--- config.mk ---
export PLATFORM = sky130hd
export DESIGN_NAME = aha_tlx_lane_responder
export DESIGN_NICKNAME = d
export VERILOG_FILES = /design/src/rtl/aha_tlx_lane_responder.sv
export SDC_FILE = /design/constraint.sdc
export NUM_CORES = 1
export LEC_CHECK = 0
export CORE_MARGIN = 4
export CORE_UTILIZATION = 64
export CTS_BUF_LIST = sky130_fd_sc_hd__clkbuf_4 sky130_fd_sc_hd__clkbuf_8
export DETAILED_ROUTE_END_ITERATION = 7
export DONT_BUFFER_PORTS = 1
export PLACE_DENSITY = 0.84
export SLEW_MARGIN = 20
export SYNTH_ARGS = -nofsm -noshare
export SYNTH_HDL_FRONTEND = slang
export SYNTH_SLANG_ARGS = --single-unit
--- constraint.sdc ---
create_clock -name TLX_REV_CLK -period 2.63 [get_ports TLX_REV_CLK]
set_input_delay 0.263 -clock TLX_REV_CLK [delete_from_list [all_inputs] [get_ports TLX_REV_CLK]]
set_output_delay 0.263 -clock TLX_REV_CLK [all_outputs]
set_load 0.01 [all_outputs]
--- src/rtl/aha_tlx_lane_responder.sv ---
// Far-end TLX lane-training responder: functional TX pass-through, or training-pattern TX with per-lane RX lock detection.
// Optional AHA_TLX_RESP_ERRCNT_EN builds the per-lane saturating error counters; otherwise ERR_CNT is tied to 0.
module aha_tlx_lane_responder #(
  parameter logic [31:0] TRAIN_PATTERN = 32'hA5C3_9E17,
  parameter int unsigned LOCK_COUNT    = 4
) (
  input  logic        TLX_REV_CLK,
  input  logic        TLX_REV_RESETn,
  input  logic        TRAIN_EN,
  input  logic [4:0]  RX_LANE_MASK,
  input  logic [4:0]  TX_LANE_IN,
  output logic [4:0]  TX_LANE_OUT,
  input  logic [4:0]  RX_LANE_IN,
  output logic [4:0]  LANE_LOCK,
  output logic        TRAIN_DONE,
  output logic [39:0] ERR_CNT
);

  localparam logic [3:0] LOCK_MAX = 4'(LOCK_COUNT);

  typedef enum logic [1:0] {ST_IDLE, ST_TRAIN, ST_DONE} state_t;

  state_t      state, state_nxt;
  logic [4:0]  idx;
  logic [4:0]  tx_lane_p0;
  logic [31:0] sr    [5];
  logic [4:0]  phase [5];
  logic [3:0]  mcnt  [5];
  logic [4:0]  pat_hit;
  logic        active;
  logic        train_start;

  function automatic logic [3:0] sat_inc_match(input logic [3:0] v);
    return (v >= LOCK_MAX) ? LOCK_MAX : v + 4'd1;
  endfunction

  assign active      = (state != ST_IDLE);
  assign train_start = (state == ST_IDLE) && TRAIN_EN;
  assign TRAIN_DONE  = (state == ST_DONE);
  assign TX_LANE_OUT = tx_lane_p0;

  always_ff @(posedge TLX_REV_CLK or negedge TLX_REV_RESETn) begin
    if (!TLX_REV_RESETn) state <= ST_IDLE;
    else                 state <= state_nxt;
  end

  always_comb begin
    state_nxt = state;
    if (!TRAIN_EN) begin
      state_nxt = ST_IDLE;
    end else begin
      case (state)
        ST_IDLE:  state_nxt = ST_TRAIN;
        ST_TRAIN: if (((LANE_LOCK & RX_LANE_MASK) == RX_LANE_MASK) && (RX_LANE_MASK != 5'd0))
                    state_nxt = ST_DONE;
        ST_DONE:  if ((LANE_LOCK & RX_LANE_MASK) != RX_LANE_MASK)
                    state_nxt = ST_TRAIN;
        default:  state_nxt = ST_IDLE;
      endcase
    end
  end

  // TX stage: one register between lane inputs (or pattern) and the pads
  always_ff @(posedge TLX_REV_CLK or negedge TLX_REV_RESETn) begin
    if (!TLX_REV_RESETn) begin
      tx_lane_p0 <= '0;
      idx        <= '0;
    end else if (active) begin
      tx_lane_p0 <= {5{TRAIN_PATTERN[~idx]}};
      idx        <= idx + 5'd1;
    end else begin
      tx_lane_p0 <= TX_LANE_IN;
      idx        <= '0;
    end
  end

  always_comb begin
    pat_hit = '0;
    for (int n = 0; n < 5; n++) pat_hit[n] = (sr[n] == TRAIN_PATTERN);
  end

  // RX stage: per-lane shift register, alignment phase and match counting
  always_ff @(posedge TLX_REV_CLK or negedge TLX_REV_RESETn) begin
    if (!TLX_REV_RESETn) begin
      LANE_LOCK <= '0;
      for (int n = 0; n < 5; n++) begin
        sr[n]    <= '0;
        phase[n] <= '0;
        mcnt[n]  <= '0;
      end
    end else if (!TRAIN_EN) begin
      LANE_LOCK <= '0;
      for (int n = 0; n < 5; n++) mcnt[n] <= '0;
    end else if (train_start) begin
      LANE_LOCK <= '0;
      for (int n = 0; n < 5; n++) begin
        sr[n]    <= '0;
        phase[n] <= '0;
        mcnt[n]  <= '0;
      end
    end else if (active) begin
      for (int n = 0; n < 5; n++) begin
        sr[n] <= {sr[n][30:0], RX_LANE_IN[n]};
        if (mcnt[n] == 4'd0) begin
          if (pat_hit[n]) begin
            mcnt[n]      <= 4'd1;
            phase[n]     <= 5'd0;
            LANE_LOCK[n] <= (LOCK_MAX == 4'd1);
          end
        end else begin
          phase[n] <= phase[n] + 5'd1;
          if (phase[n] == 5'd31) begin
            if (pat_hit[n]) begin
              mcnt[n]      <= sat_inc_match(mcnt[n]);
              LANE_LOCK[n] <= (sat_inc_match(mcnt[n]) == LOCK_MAX);
            end else begin
              mcnt[n]      <= 4'd0;
              LANE_LOCK[n] <= 1'b0;
            end
          end
        end
      end
    end
  end

`ifdef AHA_TLX_RESP_ERRCNT_EN
  logic [7:0] err_cnt [5];
  logic [4:0] err_hit;

  function automatic logic [7:0] sat_inc_err(input logic [7:0] v);
    return (v == 8'hFF) ? v : v + 8'd1;
  endfunction

  // A locked lane that misses its aligned pattern check is an error event
  always_comb begin
    err_hit = '0;
    for (int n = 0; n < 5; n++)
      err_hit[n] = active && TRAIN_EN && LANE_LOCK[n] && (mcnt[n] != 4'd0) &&
                   (phase[n] == 5'd31) && !pat_hit[n];
  end

  always_ff @(posedge TLX_REV_CLK or negedge TLX_REV_RESETn) begin
    if (!TLX_REV_RESETn) begin
      for (int n = 0; n < 5; n++) err_cnt[n] <= '0;
    end else if (train_start) begin
      for (int n = 0; n < 5; n++) err_cnt[n] <= '0;
    end else begin
      for (int n = 0; n < 5; n++)
        if (err_hit[n]) err_cnt[n] <= sat_inc_err(err_cnt[n]);
    end
  end

  always_comb begin
    ERR_CNT = '0;
    for (int n = 0; n < 5; n++) ERR_CNT[8*n +: 8] = err_cnt[n];
  end
`else
  assign ERR_CNT = '0;
`endif

endmodule

## Word-level counts from Yosys, hierarchy flattened

Memory sizes are Yosys's and may differ from the RTL's.
Index checks and enable logic that the tools add are counted.

| operators by class | value |
|---|---|
| $add $sub $neg | 11 |
| order comparisons | 6 |
| equal/unequal tests | 37 |
| multiplexer cells | 72 |
| bitwise gates (word level) | 2 |
| reductions and logical operators | 23 |

Operator list:

| kind | count |
|---|---|
| two-way mux 160 bit | 2 |
| equality test 32 bit, second input constant | 5 |
| two-way mux 4 bit | 25 |
| two-way mux 5 bit | 15 |
| two-way mux 20 bit | 3 |
| two-way mux 25 bit | 2 |
| adder 5 x 1 -> 5 bit, second input constant | 6 |
| AND reduction 3 bit | 10 |
| equality test 5 bit, second input constant | 5 |
| two-way mux 1 bit | 21 |
| adder 4 x 1 -> 4 bit, second input constant | 5 |
| equality test 4 x 3 -> 1 bit, second input constant | 5 |
| greater-or-equal comparator 4 x 3 -> 1 bit, second input constant | 5 |
| zero test 4 bit | 5 |
| inequality test 4 x 1 -> 1 bit, second input constant | 5 |
| inequality test 4 bit, second input constant | 5 |
| inequality test 3 bit, second input constant | 6 |
| < comparator 5 x 6 -> 1 bit, second input constant | 1 |
| two-way mux 2 bit | 3 |
| one-hot mux 2 bit (3 select lines) | 1 |
| bitwise AND 5 bit | 1 |
| equality test 5 bit | 1 |
| inequality test 5 bit | 1 |
| inverter 5 bit | 1 |
| 9 further kinds | 12 |

| storage, ports and cells | value |
|---|---|
| flip-flop bits (word level) | 222 |
| bits in read-only memories | 32 |
| input bits | 18 |
| output and inout bits | 51 |
| logic and storage cells | 175 |
| memories | 1 |

Memory list:

| name | depth | bits a word | rd ports | clocked after Yosys merged registers in | wr ports | RTL line | source |
|---|---|---|---|---|---|---|---|
| (no name shown) | 32 | 1 | 1 | 0 | 0 | 69 | `tx_lane_p0 <= {5{TRAIN_PATTERN[~idx]}};` |

## Longest topological paths before layout

Gate-level depths: netlist of the first run.

| logic depth | value |
|---|---|
| depth in word-level cells | 9 |
| mapped depth | 7 |
| mapped depth without buffers | 7 |

## Worst setup path before layout of the first run

No wires, ideal clock.

| path | value |
|---|---|
| path type | register to register |
| from | register sr[158] (netlist bit) |
| to | register phase[22] (netlist bit) |
| data arrival time | 1.755 ns |
| data required time | 2.488 ns |
| path slack | 0.733 ns |
| stages on the path, launching flop included | 6 |
| buffers on the path | 0 |
| period minus slack after synthesis | 1.897 ns |
| cells stage by stage | dfrtp_1 nand4bb_1 or4_4 or4_4 a21oi_1 o221ai_1 |

| between the ends | value |
|---|---|
| word-level cells in the longest chain between the ends | 3 |

Ends and longest elaborated chain:

| what | RTL line | source |
|---|---|---|
| start, declared | 26 | `logic [31:0] sr [5];` |
| start signal, assigned by index | 103 | `sr[n] <= {sr[n][30:0], RX_LANE_IN[n]};` |
| equality test 32 bit | 79 | `for (int n = 0; n < 5; n++) pat_hit[n] = (sr[n] == TRAIN_PATTERN);` |
| inequality test 3 bit (no source line) | n/a |  |
| AND reduction 3 bit (no source line) | n/a |  |
| end signal, assigned by index | 111 | `phase[n] <= phase[n] + 5'd1;` |
| end, declared | 27 | `logic [4:0] phase [5];` |

Every way passes these cells.
A chain may end at the register's enable or synchronous reset.

## Worst setup path after layout of the first run

| path | value |
|---|---|
| from | register state[0] |
| to | register sr[64] (netlist bit) |

| between the ends | value |
|---|---|
| word-level cells in the longest chain between the ends | 4 |
| elaborated cells on any way between the ends | 6 |
| classes of those cells | 1 x mux; 5 x reduce/logical |

Ends and longest elaborated chain:

| what | RTL line | source |
|---|---|---|
| start, declared | 23 | `state_t state, state_nxt;` |
| start signal, assigned | 44 | `else state <= state_nxt;` |
| zero test 2 bit | 38 | `assign train_start = (state == ST_IDLE) && TRAIN_EN;` |
| logical AND 1 bit | 38 |  |
| nonzero test 2 bit (no source line) | n/a |  |
| AND reduction 2 bit (no source line) | n/a |  |

Several ways; a longest one is shown, not always the timed one.

==> impl_metrics.tcl, run 1 <==
set metrics [dict create \
    cts-root-buf "clkbuf_8" \
    final.min_clock_period_ns 2.44 \
    async_reset_ff_frac 1.00 \
    yosysWarnings 0 \
    violations "negative hold slack" \
    tritoncts "yes" \
    criticalPathCategory "reg -> reg" \
    met1_usage 0.346 \
    dieArea_um2 18800 \
    synthesis.area_um2 10700 \
    drive_gt1_frac 0.0678 \
    antenna_found_initial 0 \
    io_pins 69 \
    clk_latency_ns 0.52 \
    crit_fanout 32 \
    die_w_um 137 \
    finalNetCount 1256 \
    synthFlopType "dfrtp_1" \
    r2r_cells 6 \
    firstDrtPassIters 5 \
    rsz0062_at_grt "no" \
    cts_setup_buffers 0 \
    dp_hpwl_um 11500 \
    nFillCells 1025 \
    critPathCaptureType "flop" \
    max_freq_mhz 409 \
    diodes 0 \
    synthCells 1134 \
    cts_buffer_depth 3 \
    ys_seq_area_frac 0.521 \
    gr-total-overflow 0 \
    numCtsBuffers 37 \
    slew_violations 0 \
    startpoint "state[0]" \
    grt_util_met3 0.0474 \
    post-route-util 0.768 \
    r2r-end "sr[64]" \
    grt_pass1_wl_um 39200 \
    crit_arrival_ns 2.89 \
    synth_area_per_cell_um2 9.40 \
    worst_slew_pin_slew_ns 0.861 \
    ir_drop_v 0.000350 \
    drv_cap 0 \
    setup_viol 0 \
    synth_edf_count 0 \
    die_y_um 137 \
    start_kind "flop" \
    fin_crit_sh 0.929 \
    wl_per_cell_um 16.2 \
    grt_max_degree 223 \
    core_area_um2 16100 \
    relSlewSlack 0.426 \
    run_status "finished, violations left" \
    synth_cell_types 58 \
    drcViolationCount 0 \
    vias_per_cell 5.85 \
    vias 8507 \
    holdCritPathClass "in -> async" \
    whs_ns -0.560 \
    clock_sinks 222 \
    io_buffers 0 \
    finalClockSkew_ns 0.0156 \
    drt-initial-drc-count 692 \
    postCtsHoldBufs 103 \
    tns_ns 0 \
    antenna_violating_nets_post_route 0 \
    ys_seq_elements 222 \
    top_usage_layer "met2" \
    hold_violations 223 \
    cts-resized-gates 0 \
    power.density_nw_per_um2 555 \
    grt_use_met2 0.420 \
    num_rows 46 \
    start_util 0.661 \
    h-tree-depth 2 \
    clkTransAtPathRegs_ns 0.07 \
    grt_use_total 0.255 \
    cp.required_ns 3.08 \
    r2r_slack_ns 0.19 \
    grt_pass1_vias 8230 \
    r2r_start "state[0]" \
    area_delta_synth_final_pct 16.2 \
    p_leak_nw 5.56 \
    wl_um 23600 \
    gp_congestion 0.825 \
]
## placed cells by master, fill, tap and decap left out, drive strengths merged, types with 13 or more instances in the layout
cell type and count:
ha 23, conb 40, nor2 34, nand2 166, o2bb2ai 14, nand4 17, inv 171, dfrtp 222
a21oi 20, nand3 32, a21o 14, nor4bb 13, o22ai 132, o21ai 26, clkbuf 59, dlygate4sd3 102
## metal layers
metal,part of all wire,vias to the layer above
met5,0,-
met3,0.055,53
met2,0.48,299
met1,0.44,4155
li1,-,4000
met4,0.021,0
## critical path, stage by stage, from the launching register on
cell and delay [ns]:
dfrtp_1 0.46, or2_1 0.15, buf_4 0.40, nand3_1 0.16, dlygate4sd3_1 0.58, o21ai_1 0.07, dlygate4sd3_1 0.54
## kinds of logic after synthesis
logic type	Yosys count	share of synthesized area
other	1	0.000352
buffers and inverters	279	0.112
AO/OA/AOI/OAI	257	0.159
AND/OR/NAND/NOR	337	0.166
multiplexers	12	0.0117
adder cells (fa/ha/maj)	23	0.0270
XOR/XNOR	3	0.00247
flip-flops	222	0.521
## sequential cells by signal, indices dropped and copies added (netlist names)
name and cells:
mcnt 20, phase 25, state 2, idx 5
TX_LANE_OUT 5, LANE_LOCK 5, sr 160
## cells in the mapped netlist (5+ instances only)
cell type  number  area [µm²]
nand3_1        32         160
ha_1           23         288
o21ai_1        23         115
and2_1          7        43.8
a21o_1         14         105
a22o_1          8        70.1
o22ai_1       132         826
nor3b_1         5        37.5
nand4_1        17         106
mux2i_1         8        80.1
a21oi_1        20         100
clkbuf_1       52         195
nor4_1          7        43.8
nor4bb_1       13         130
nor3_1          7        35.0
dfrtp_1       222        5560
nor2_1         34         128
buf_4          40         300
nand2_1       165         619
inv_1         171         642
and3_1          7        43.8
o31ai_1        12        90.1
buf_1          16        60.1
nand4b_1        8        70.1
o2bb2ai_1      14         123
## power breakdown
part / switching, mW / internal [mW]
clock network: 1.33 / 1.74
logic: 0.184 / 0.105
registers: 0.0497 / 3.47
total: 1.57 / 5.31
## how the worst max path moves through the flow
stage	endpoint	slack [ns]	depth (start not counted)
6_report	sr[64]	0.19	6
5_1_grt	sr[64]	0.08	6
4_1_cts	sr[64]	0.26	6
3_5_place_dp	phase[6]	0.57	5
3_3_place_gp	phase[6]	0.60	5
2_1_floorplan	phase[22]	0.73	5
## area by class of cell
| type | count | area, µm² | share of cell area |
|---|---|---|---|
| flip-flops and latches | 222 | 5560 | 0.449 |
| well taps | 216 | 270 | 0.0218 |
| repair buffers | 111 | 1110 | 0.0895 |
| clock inverters | 4 | 20.0 | 0.00162 |
| inverters | 171 | 642 | 0.0518 |
| multi-input cells | 672 | 4060 | 0.328 |
| clock buffers | 59 | 724 | 0.0585 |
## through the flow
step	total power, mW	instances	hold slack, ns	setup WS (ns)	instance area (µm²)
after floorplan	3.85	1173	-0.0326	0.733	10800
after global placement	3.78	1289	-0.0235	0.597	10600
after detailed placement	3.79	1289	-0.0253	0.569	10600
after CTS	6.89	1455	-0.576	0.262	12400
after global routing	7.10	1455	-0.589	0.0790	12400
final	6.88	1455	-0.560	0.186	12400
(Power assumes the default switching activity.)
==> inputs of run 2 (changes only) <==
- GPL_TIMING_DRIVEN: not set -> 0
==> run 2 against run 1 <==
  * The flow still finishes with violations (negative hold slack)
  * Clock power is 2% lower
  * Clock-buffer cell count shrank 2
  * Hold slack lost 0.0034 ns
  * Sequential power about the same
  * Non-clock buffer count increased by 7
  * Register-to-register slack better by 0.05 ns
  * Total power grew 0.75%
  * Fmax increased by 2.2%
  * Largest cell class unchanged
==> impl_metrics.tcl, run 2 (synthesis results as in run 1) <==
set metrics [dict create \
    mostFrequentLayoutCells "222 x dfrtp_1, 171 x inv_1, 165 x nand2_1, 132 x o22ai_1, 52 x clkbuf_1" \
    setup_viol 0 \
    dp_hpwl_um 15500 \
    critPathCaptureType "flop" \
    vias_per_cell 5.80 \
    r2r_cells 4 \
    tritoncts "yes" \
    finalClockSkew_ns 0.0188 \
    r2r-end "sr[102]" \
    num_rows 46 \
    grt_max_degree 223 \
    grt_use_met2 0.426 \
    antenna_violating_nets_post_route 0 \
    die_w_um 137 \
    p_leak_nw 5.16 \
    vias 8452 \
    total_power_mw 6.93 \
    violations "negative hold slack" \
    hold_violations 222 \
    switching_power_mw 1.62 \
    drcViolationCount 0 \
    numCtsBuffers 37 \
    r2r_slack_ns 0.24 \
    rsz0062_at_grt "no" \
    gp_congestion 0.871 \
    r2r_start "state[1]" \
    whs_ns -0.564 \
    run_status "finished, violations left" \
    h-tree-depth 2 \
    core_area_um2 16100 \
    io_pins 69 \
    crit_fanout 10 \
    slew_violations 0 \
    cts_buffer_depth 3 \
    antenna_found_initial 0 \
    diodes 0 \
    criticalPathCategory "reg -> reg" \
    power_frac_seq 0.507 \
    met1_usage 0.351 \
    wl_um 23700 \
    relSlewSlack 0.486 \
    holdCritPathClass "in -> async" \
    clkPwrFrac 0.437 \
    cts-root-buf "clkbuf_8" \
    top_register "sr" \
    grt_util_met3 0.0463 \
    wl_per_cell_um 16.3 \
    largestRegisters "sr: 160 flops, phase: 25 flops, mcnt: 20 flops" \
    clk_latency_ns 0.52 \
    max_freq_mhz 418 \
    ir_drop_v 0.000392 \
    largest_reg_flops 160 \
    drive_gt1_frac 0.0878 \
    die_y_um 137 \
    drv_cap 0 \
    p_int_mw 5.31 \
    start_util 0.661 \
    tns_ns 0 \
    dieArea_um2 18800 \
    postCtsHoldBufs 10 \
    start_kind "flop" \
    finalNetCount 1263 \
    final.min_clock_period_ns 2.39 \
    p_comb_frac 0.056 \
    area_delta_synth_final_pct 11.6 \
    worst_slew_pin_slew_ns 0.766 \
    cp.required_ns 2.99 \
    clkTransAtPathRegs_ns 0.06 \
    swShare 0.234 \
    gr-total-overflow 0 \
    grt_pass1_vias 8198 \
    firstDrtPassIters 5 \
    drt-initial-drc-count 745 \
    cts_setup_buffers 0 \
    top_usage_layer "met2" \
    fin_crit_sh 0.910 \
    grt_pass1_wl_um 39300 \
    nFillCells 1111 \
    layout_commonest_cell "dfrtp_1" \
    power.density_nw_per_um2 582 \
    crit_arrival_ns 2.75 \
    grt_use_total 0.258 \
    clock_sinks 222 \
    io_buffers 0 \
    cts-resized-gates 0 \
]
## run 2: worst max-delay path by stage
stage                     startpoint         to  slack, ns  cells after the start
after CTS                   state[1]     sr[34]       0.32                      4
after global placement      state[0]     sr[37]       0.41                      4
after detailed placement    state[1]     sr[44]       0.31                      4
after floorplan              sr[158]  phase[22]       0.73                      5
after global routing        state[1]     sr[73]       0.15                      4
final                       state[1]    sr[102]       0.24                      4
## run 2: metrics by stage
step           instances   util  instance area (µm²)  setup slack (ns)
3_3_place_gp        1389  0.687                11100             0.409
2_1_floorplan       1173      -                10800             0.733
6_report            1457  0.738                11900             0.238
5_1_grt             1457  0.738                11900             0.154
4_1_cts             1457  0.738                11900             0.321
3_5_place_dp        1389  0.687                11100             0.312
## run 2: power by group through the flow
stage / Combinational, mW / Sequential (mW) / Clock (mW)
global route: 0.427 / 3.52 / 3.22
CTS: 0.381 / 3.51 / 3.07
detailed placement: 0.367 / 3.57 / 0
global placement: 0.357 / 3.57 / 0
finish: 0.388 / 3.52 / 3.02
floorplan: 0.283 / 3.56 / 0
## run 2: cell type report
class	instances	area, µm²	share of cell area
tap	216	270	0.0227
clock buffer	57	716	0.0601
sequential	222	5560	0.467
buffer	108	556	0.0467
clock inverter	1	7.51	0.000631
multi-input combinational	672	4050	0.341
timing repair buffer	10	100	0.00841
inverter	171	642	0.0539
## run 2: critical path, cell delays in order, from the launching register on
cell      delay, ns
dfrtp_1        0.43
nor2_1         0.54
clkbuf_1       0.60
clkbuf_1       0.46
o22ai_1        0.20
## run 2: metal layers
metal / vias to the layer above / routed length (µm) / share of wire
li1: 4022 / - / -
met1: 4105 / 10200 / 0.43
met2: 267 / 11500 / 0.49
met3: 58 / 1400 / 0.059
met4: 0 / 552 / 0.023
met5: - / 0 / 0
